## config.mk

```make
export PLATFORM = sky130hd
export DESIGN_NAME = branch_predict_unit
export DESIGN_NICKNAME = d
export VERILOG_FILES = /design/src/rtl/branch_predict_unit.sv
export SDC_FILE = /design/constraint.sdc
export NUM_CORES = 1
export LEC_CHECK = 0
export CORE_ASPECT_RATIO = 1.1
export CORE_MARGIN = 5
export CORE_UTILIZATION = 45
export DETAILED_ROUTE_END_ITERATION = 12
export GPL_TIMING_DRIVEN = 0
export HOLD_SLACK_MARGIN = 0.08
export PLACE_DENSITY_LB_ADDON = 0.3
export SETUP_SLACK_MARGIN = 0.5
export SLEW_MARGIN = 40
export SYNTH_ARGS = -nofsm -noshare
export SYNTH_HDL_FRONTEND = slang
export SYNTH_SLANG_ARGS = --single-unit
```

## constraint.sdc

```tcl
create_clock -name clk -period 6.4 [get_ports clk]
set_input_delay 0.96 -clock clk [delete_from_list [all_inputs] [get_ports clk]]
set_output_delay 0.96 -clock clk [all_outputs]
set_load 0.005 [all_outputs]
```

## src/rtl/branch_predict_unit.sv

```systemverilog
// Branch/jump resolve unit with a one-cycle registered result and a bimodal BHT of 2-bit counters.
// Optional macro BRANCH_RVC_EN adds is_compressed (+2 sequential PC, 2-byte alignment check).
module branch_predict_unit #(
  parameter int         XLEN      = 32,
  parameter int         BHT_DEPTH = 16,
  parameter logic [1:0] BHT_INIT  = 2'b01
) (
  input  logic            clk,
  input  logic            reset,
  input  logic            in_valid,
  input  logic            flush,
  input  logic [1:0]      kind,
  input  logic [2:0]      funct3,
  input  logic [XLEN-1:0] register_source_1,
  input  logic [XLEN-1:0] register_source_2,
  input  logic [XLEN-1:0] program_counter,
  input  logic [XLEN-1:0] offset,
  input  logic            predicted_taken,
`ifdef BRANCH_RVC_EN
  input  logic            is_compressed,
`endif
  input  logic [XLEN-1:0] predict_pc,
  output logic            predict_taken,
  output logic            out_valid,
  output logic [XLEN-1:0] new_program_counter,
  output logic [XLEN-1:0] link_address,
  output logic            taken,
  output logic            mispredict,
  output logic            misaligned,
  output logic            illegal
);

  localparam int IDX_W = $clog2(BHT_DEPTH);

  localparam logic [1:0] KIND_BRANCH = 2'b00;
  localparam logic [1:0] KIND_JAL    = 2'b01;
  localparam logic [1:0] KIND_JALR   = 2'b10;

  logic [1:0]       bht_reg [BHT_DEPTH];
  logic [IDX_W-1:0] predict_idx;
  logic [IDX_W-1:0] train_idx;
  logic [1:0]       ctr_cur;
  logic [1:0]       ctr_next;

  logic            capture;
  logic            train;
  logic            cond;
  logic            illegal_next;
  logic            taken_next;
  logic            misaligned_next;
  logic            mispredict_next;
  logic [XLEN-1:0] seq_pc;
  logic [XLEN-1:0] jalr_sum;
  logic [XLEN-1:0] target;
  logic [XLEN-1:0] npc_next;

  logic            out_valid_reg;
  logic [XLEN-1:0] npc_reg;
  logic [XLEN-1:0] link_reg;
  logic            taken_reg;
  logic            mispredict_reg;
  logic            misaligned_reg;
  logic            illegal_reg;

  // Bits outside the BHT index and the JALR-cleared bit are intentionally ignored.
  logic unused_bits;
  assign unused_bits = ^{predict_pc[XLEN-1:IDX_W+2], predict_pc[1:0], jalr_sum[0]};

  assign predict_idx   = predict_pc[IDX_W+1:2];
  assign train_idx     = program_counter[IDX_W+1:2];
  // Plain array read: a same-cycle write is only visible after the edge.
  assign predict_taken = bht_reg[predict_idx][1];

  assign capture = in_valid & ~flush;

  always_comb begin
    cond         = 1'b0;
    illegal_next = 1'b0;
    case (funct3)
      3'b000:  cond = (register_source_1 == register_source_2);
      3'b001:  cond = (register_source_1 != register_source_2);
      3'b100:  cond = ($signed(register_source_1) <  $signed(register_source_2));
      3'b101:  cond = ($signed(register_source_1) >= $signed(register_source_2));
      3'b110:  cond = (register_source_1 <  register_source_2);
      3'b111:  cond = (register_source_1 >= register_source_2);
      default: illegal_next = (kind == KIND_BRANCH);
    endcase
  end

  always_comb begin
`ifdef BRANCH_RVC_EN
    seq_pc = program_counter + (is_compressed ? XLEN'(2) : XLEN'(4));
`else
    seq_pc = program_counter + XLEN'(4);
`endif
    jalr_sum = register_source_1 + offset;
    if (kind == KIND_JALR) begin
      target = {jalr_sum[XLEN-1:1], 1'b0};
    end else begin
      target = program_counter + offset;
    end

    case (kind)
      KIND_BRANCH: taken_next = cond & ~illegal_next;
      KIND_JAL,
      KIND_JALR:   taken_next = 1'b1;
      default:     taken_next = 1'b0;
    endcase

    npc_next = taken_next ? target : seq_pc;
`ifdef BRANCH_RVC_EN
    misaligned_next = taken_next & target[0];
`else
    misaligned_next = taken_next & (target[1:0] != 2'b00);
`endif

    // No target prediction exists, so every JALR redirects.
    if (illegal_next) begin
      mispredict_next = 1'b0;
    end else if (kind == KIND_JALR) begin
      mispredict_next = 1'b1;
    end else begin
      mispredict_next = (taken_next != predicted_taken);
    end
  end

  assign train = capture & (kind == KIND_BRANCH) & ~illegal_next;

  always_comb begin
    ctr_cur  = bht_reg[train_idx];
    ctr_next = ctr_cur;
    if (taken_next) begin
      if (ctr_cur != 2'b11) ctr_next = ctr_cur + 2'd1;
    end else begin
      if (ctr_cur != 2'b00) ctr_next = ctr_cur - 2'd1;
    end
  end

  always_ff @(posedge clk) begin
    if (reset) begin
      for (int i = 0; i < BHT_DEPTH; i++) begin
        bht_reg[i] <= BHT_INIT;
      end
    end else if (train) begin
      bht_reg[train_idx] <= ctr_next;
    end
  end

  // Data outputs keep their last captured values while out_valid is low.
  always_ff @(posedge clk) begin
    if (reset) begin
      out_valid_reg  <= 1'b0;
      npc_reg        <= '0;
      link_reg       <= '0;
      taken_reg      <= 1'b0;
      mispredict_reg <= 1'b0;
      misaligned_reg <= 1'b0;
      illegal_reg    <= 1'b0;
    end else begin
      out_valid_reg <= capture;
      if (capture) begin
        npc_reg        <= npc_next;
        link_reg       <= seq_pc;
        taken_reg      <= taken_next;
        mispredict_reg <= mispredict_next;
        misaligned_reg <= misaligned_next;
        illegal_reg    <= illegal_next;
      end
    end
  end

  assign out_valid           = out_valid_reg;
  assign new_program_counter = npc_reg;
  assign link_address        = link_reg;
  assign taken               = taken_reg;
  assign mispredict          = mispredict_reg;
  assign misaligned          = misaligned_reg;
  assign illegal             = illegal_reg;

endmodule

```

# Yosys cells after proc, flatten, opt, wreduce, memory -nomap -nowiden
# Memory sizes are Yosys's and may differ from the RTL's.
# Index checks and enable logic that the tools add are counted.
[word_totals]
rom_bits = 0
mem_count = 1
latch_bits = 0
mem_bits_rw = 32
wordCells = 60
in_bits = 170
ff_bits = 69
output_inout_bits = 70
[classes]
addsub = 5
n_reduce_logical = 7
n_mul = 0
div = 0
n_bitwise = 7
n_lt_le_gt_ge = 4
n_eq_ne = 11
mux = 18
shift = 0
[memory_table]
columns = ["memory", "words", "width", "read_ports", "rd_ports_with_merged_regs", "wr", "line", "text"]
rows = [
  ["bht_reg", 16, 2, 2, 0, 16, "39", "logic [1:0] bht_reg [BHT_DEPTH];"],
]
[op_table]
columns = ["operator", "count"]
rows = [
  ["32-bit adder", 2],
  ["32-bit greater-or-equal comparator", 2],
  ["32-bit < comparator", 2],
  ["32-bit 2-to-1 mux", 2],
  ["32-bit by 3-bit adder with 32-bit output, second input constant", 1],
  ["32-bit equality test", 1],
  ["32-bit != test", 1],
  ["3-bit equality test, second input constant", 4],
  ["1-bit 2-to-1 mux", 9],
  ["2-bit 2-to-1 mux", 4],
  ["1-bit case mux with 6 select lines", 1],
  ["6-bit OR reduction", 1],
  ["1-bit bitwise AND", 5],
  ["4-bit 2-to-1 mux", 1],
  ["2-bit nonzero test", 2],
  ["2-bit OR reduction", 2],
  ["3-bit by 1-bit equality test with 1-bit output, second input constant", 1],
  ["3-bit zero test", 1],
  ["2-bit by 1-bit adder with 2-bit output, second input constant", 1],
  ["2-bit by 1-bit equality test with 1-bit output, second input constant", 1],
  ["2-bit equality test, second input constant", 1],
  ["2-bit zero test", 1],
  ["2-bit != test, second input constant", 1],
  ["1-bit inverter", 2],
  ["other kinds (3)", 3],
]

# Logic depth before layout (Yosys ltp)
[logic_depth]
ltp_word = 10
mapped_depth = 13
ltp_nobuf = 11

# Worst setup path before layout
# No wires, ideal clock.
[synth_timing]
kind = "input -> register"
start = "in register_source_2[31]"
end = "mem bht_reg[7][1] (data pin)"
slack_ns = 2.856
t_arrival_ns = 3.278
path_buffers = 1
setup_time_ns = 0.266
stages = 11
required_ns = 6.134
cell_sequence = "inv_1 ha_1 nand4_2 nor4_4 o311a_1 a2111oi_1 or4_4 nand3b_2 maj3_2 buf_2 nor3_1"
[synth_rtl]
columns = ["element", "line", "text"]
rows = [
  ["start, declared", "15", "input logic [XLEN-1:0] register_source_2,"],
  ["end, declared", "39", ""],
]

==> run summary <==
The run finished with clean final reports. The worst pin sits at a relative slew slack of 46.3%. The number of design rule violations left after detail routing came out at 0.

Of the synthesized area, sequential elements account for 25.4%. The post-CTS resize count came out at 0. The net switching component of the power is 685 uW. The ratio of final minimum period to clock period came out at 71.5%.

Dividing the detail-routed wire length by the instance count gives 20.1 um. The switching share of total power is roughly a third. Setup violations remaining at the end of the flow were counted as 0. The final core utilization is 58.6%. The worst reg2reg path depth is 6. At the placement stage, the worst setup path has a slack of roughly 1.5 ns.

The number of enable flip-flop cells after synthesis is 32. Timing would allow up to 0.218 GHz. The tree is rooted in a clkbuf_16. The iteration-0 DRC count of the detailed router came out at 662.

The max-cap violation count came out at 0. The final weighted congestion in routability-driven placement came out at 0.977. dfxtp_1 takes more of the synthesized area than any other cell. The number of antenna violations at the first check in global routing came out at 0. Entering global routing, the biggest net connects 17 pins.

The number of fill cells in the layout came out at 1879. The post-CTS setup-driven buffer insertion count came out at 0. The first TritonRoute pass finished after 5 iterations. The final worst slack is 1.82 ns. Once layout is complete, the cells apart from fillers number 1587. The minimum period implied by the final worst setup slack came out at 4.58 ns. Among all flip-flop cells after synthesis, the most frequent one is dfxtp_1.

In this run the horizontal extent of the chip is 146 um. The warning count from the yosys run came out at 0. The die area is approximately 23000 um2. By count the netlist is led by 105 x nand2_1, 100 x ha_1, 92 x nor2_1. The per-instance average area after synthesis is ~8.3 um2. The wire length of the first global-routing pass came out at a little under 50000 um. The via count of the first global-routing pass came out at 8885. The total wire length is 32000 um. STA puts the critical path data arrival time at 4.67 ns. The cell area after synthesis came out at 9220 um2. The number of synthesized register bits came out at 101. In this run the static leakage power is 0.00477 uW.

The worst hold path stage count is 1. Summing internal, switching and leakage power gives 2050 uW. The number of H-tree branching levels is 3. TritonCTS built the clock tree.

The required time at the worst-slack endpoint came out at 6.49 ns. The min-delay analysis places its worst path in the category reg2reg. The count of input and output buffers came out at 210.

nand2_1 is the most common cell in the netlist. The number of top-level pins came out at 240. The post-synthesis cell type count is 85. For the pin with the worst max-slew slack, the measured transition is slightly above 0.8 ns.

The combinational share of power came out at 38.9%. Per report_power, the clock group accounts for roughly 26% of the total. The TritonCTS buffer count came out at 9.

Synthesis produced about 1100 cells. The worst-case clock skew came out at a little under 0.007 ns. The die is 160 um tall. The sequential fraction of design power came out at 35.3%.

The final antenna diode count is 0. Cells with a size suffix above 1 make up 6.24% of the layout. The clock transition at the registers of the reported paths came out at about 0.070 ns.

The total number of vias is 9347. The largest driver fanout on the critical path is 10. Setup repair after global routing left no endpoint under its margin. Sorting the synthesized cells by area gives the leading types as dfxtp_1 15%, ha_1 14%, edfxtp_1 10%. The detail-routed via count per cell is ~5.9.

The top cell type by area accounts for 15.0% of the synthesized area. STA classifies the critical path startpoint as a primary input. The worst-skew pair later-pin latency is 0.34 ns. STA classifies the critical path endpoint as a flop.

The hold violation total from the final report came out at 0. In this run, placement finished with an instance count of between 1500 and 2000. The net count of the mapped netlist came out at 1376. The sum of negative setup slack came out at 0 ns. The initial core utilization is 45.2%.

The core region area is 20400 um2. No sink is reached through more buffers than the 2 on the longest clock path. The floorplan row count is 55. The number of antenna-violating nets in the routed design came out at 0.

The internal power of the cells is 1360 uW. For this run, the total global-route usage over all layers was measured as a little over a quarter. CTS saw 101 sinks.

The detailed placement HPWL came out at 26700 um. The number of max-slew violations in the final report was 0. For this run, asynchronously set or reset flops after synthesis account for 0%. Buffers inserted to repair hold after CTS numbered 0.

The peak supply drop came out at approximately 0.00016 V. The worst setup path is of the in2reg kind. The remaining global-route overflow came out at 0. In this run the power density over the cells is 172 nW/um2. From synthesis to final layout, the design area changed by 29.6%. The net count of the finished layout came out at 1598.
## routing by layer
metal / vias up / global-route usage (%) / wire length [um] / share of wire (%)
li1: 4554 / - / - / -
met1: 4362 / 33.1 / 13100 / 41
met2: 386 / 46.0 / 15800 / 49
met3: 45 / 3.09 / 2210 / 6.9
met4: 0 / 8.55 / 912 / 2.9
met5: - / 0 / 0 / 0
## layout make-up
type	count	area, um2	share of cell area, %
multi-input combinational	903	6470	54.2
clock buffer	13	270	2.26
clock inverter	3	20.0	0.168
timing repair buffer	211	2110	17.7
tap	256	320	2.68
sequential	101	2340	19.6
buffer	43	190	1.59
inverter	57	214	1.79
## layout by cell type (no fill, tap or decap), drive strengths merged, types with 33 or more instances in the layout
| cell type | instances |
|---|---|
| a211oi | 33 |
| a21o | 39 |
| a21oi | 81 |
| clkbuf | 45 |
| clkdlybuf4s50 | 210 |
| dfxtp | 69 |
| ha | 100 |
| inv | 57 |
| nand2 | 105 |
| nor2 | 92 |
| nor3 | 37 |
| o21ai | 62 |
| xnor2 | 45 |
## critical path, stage by stage
cell and delay, ns:
clkdlybuf4s50_1 0.54, ha_1 0.45, nand4_2 0.18, nor4_4 0.60, o311a_1 0.33, a2111oi_1 0.09
or4_4 0.56, nand3b_2 0.26, maj3_2 0.33, buf_2 0.26, nand2_1 0.09
## through the flow
step	hold slack [ns]	cell area [um2]
finish	0.452	11900
global route	0.477	11900
CTS	0.456	11900
detailed placement	0.441	11600
global placement	0.435	11600
floorplan	0.439	9220
## power by group through the flow
stage / clock, uW / sequential (uW) / combinational, uW
after global placement: 0 / 736 / 777
after detailed placement: 0 / 736 / 784
after CTS: 531 / 722 / 788
after global routing: 559 / 725 / 863
final: 529 / 723 / 796
after floorplan: 0 / 726 / 468
## cell families (layout without fill, tap and decap cells)
family,count (synthesis),count (layout),share of synthesized area [%]
AND/OR/NAND/NOR,365,365,19.3
AO/OA/AOI/OAI,326,326,24.0
adder cells (fa/ha/maj),104,104,14.3
flip-flops,101,101,25.4
buffers and inverters,100,327,4.39
XOR/XNOR,77,77,7.32
multiplexers,31,31,5.32
## path summary, 6_finish.rpt
kind | from | to | slack, ns
hold / removal | link_address[11]$_SDFFE_PP0P_ | link_address[11]$_SDFFE_PP0P_ | 0.45
setup reg to reg | bht_reg[7][1]$_SDFFCE_PN0P_ | bht_reg[0][0]$_SDFFCE_PN1P_ | 3.94
hold reg to reg | link_address[11]$_SDFFE_PP0P_ | link_address[11]$_SDFFE_PP0P_ | 0.45
setup / recovery | register_source_1[31] | bht_reg[0][0]$_SDFFCE_PN1P_ | 1.82
Power figures use the tool's default switching activity.
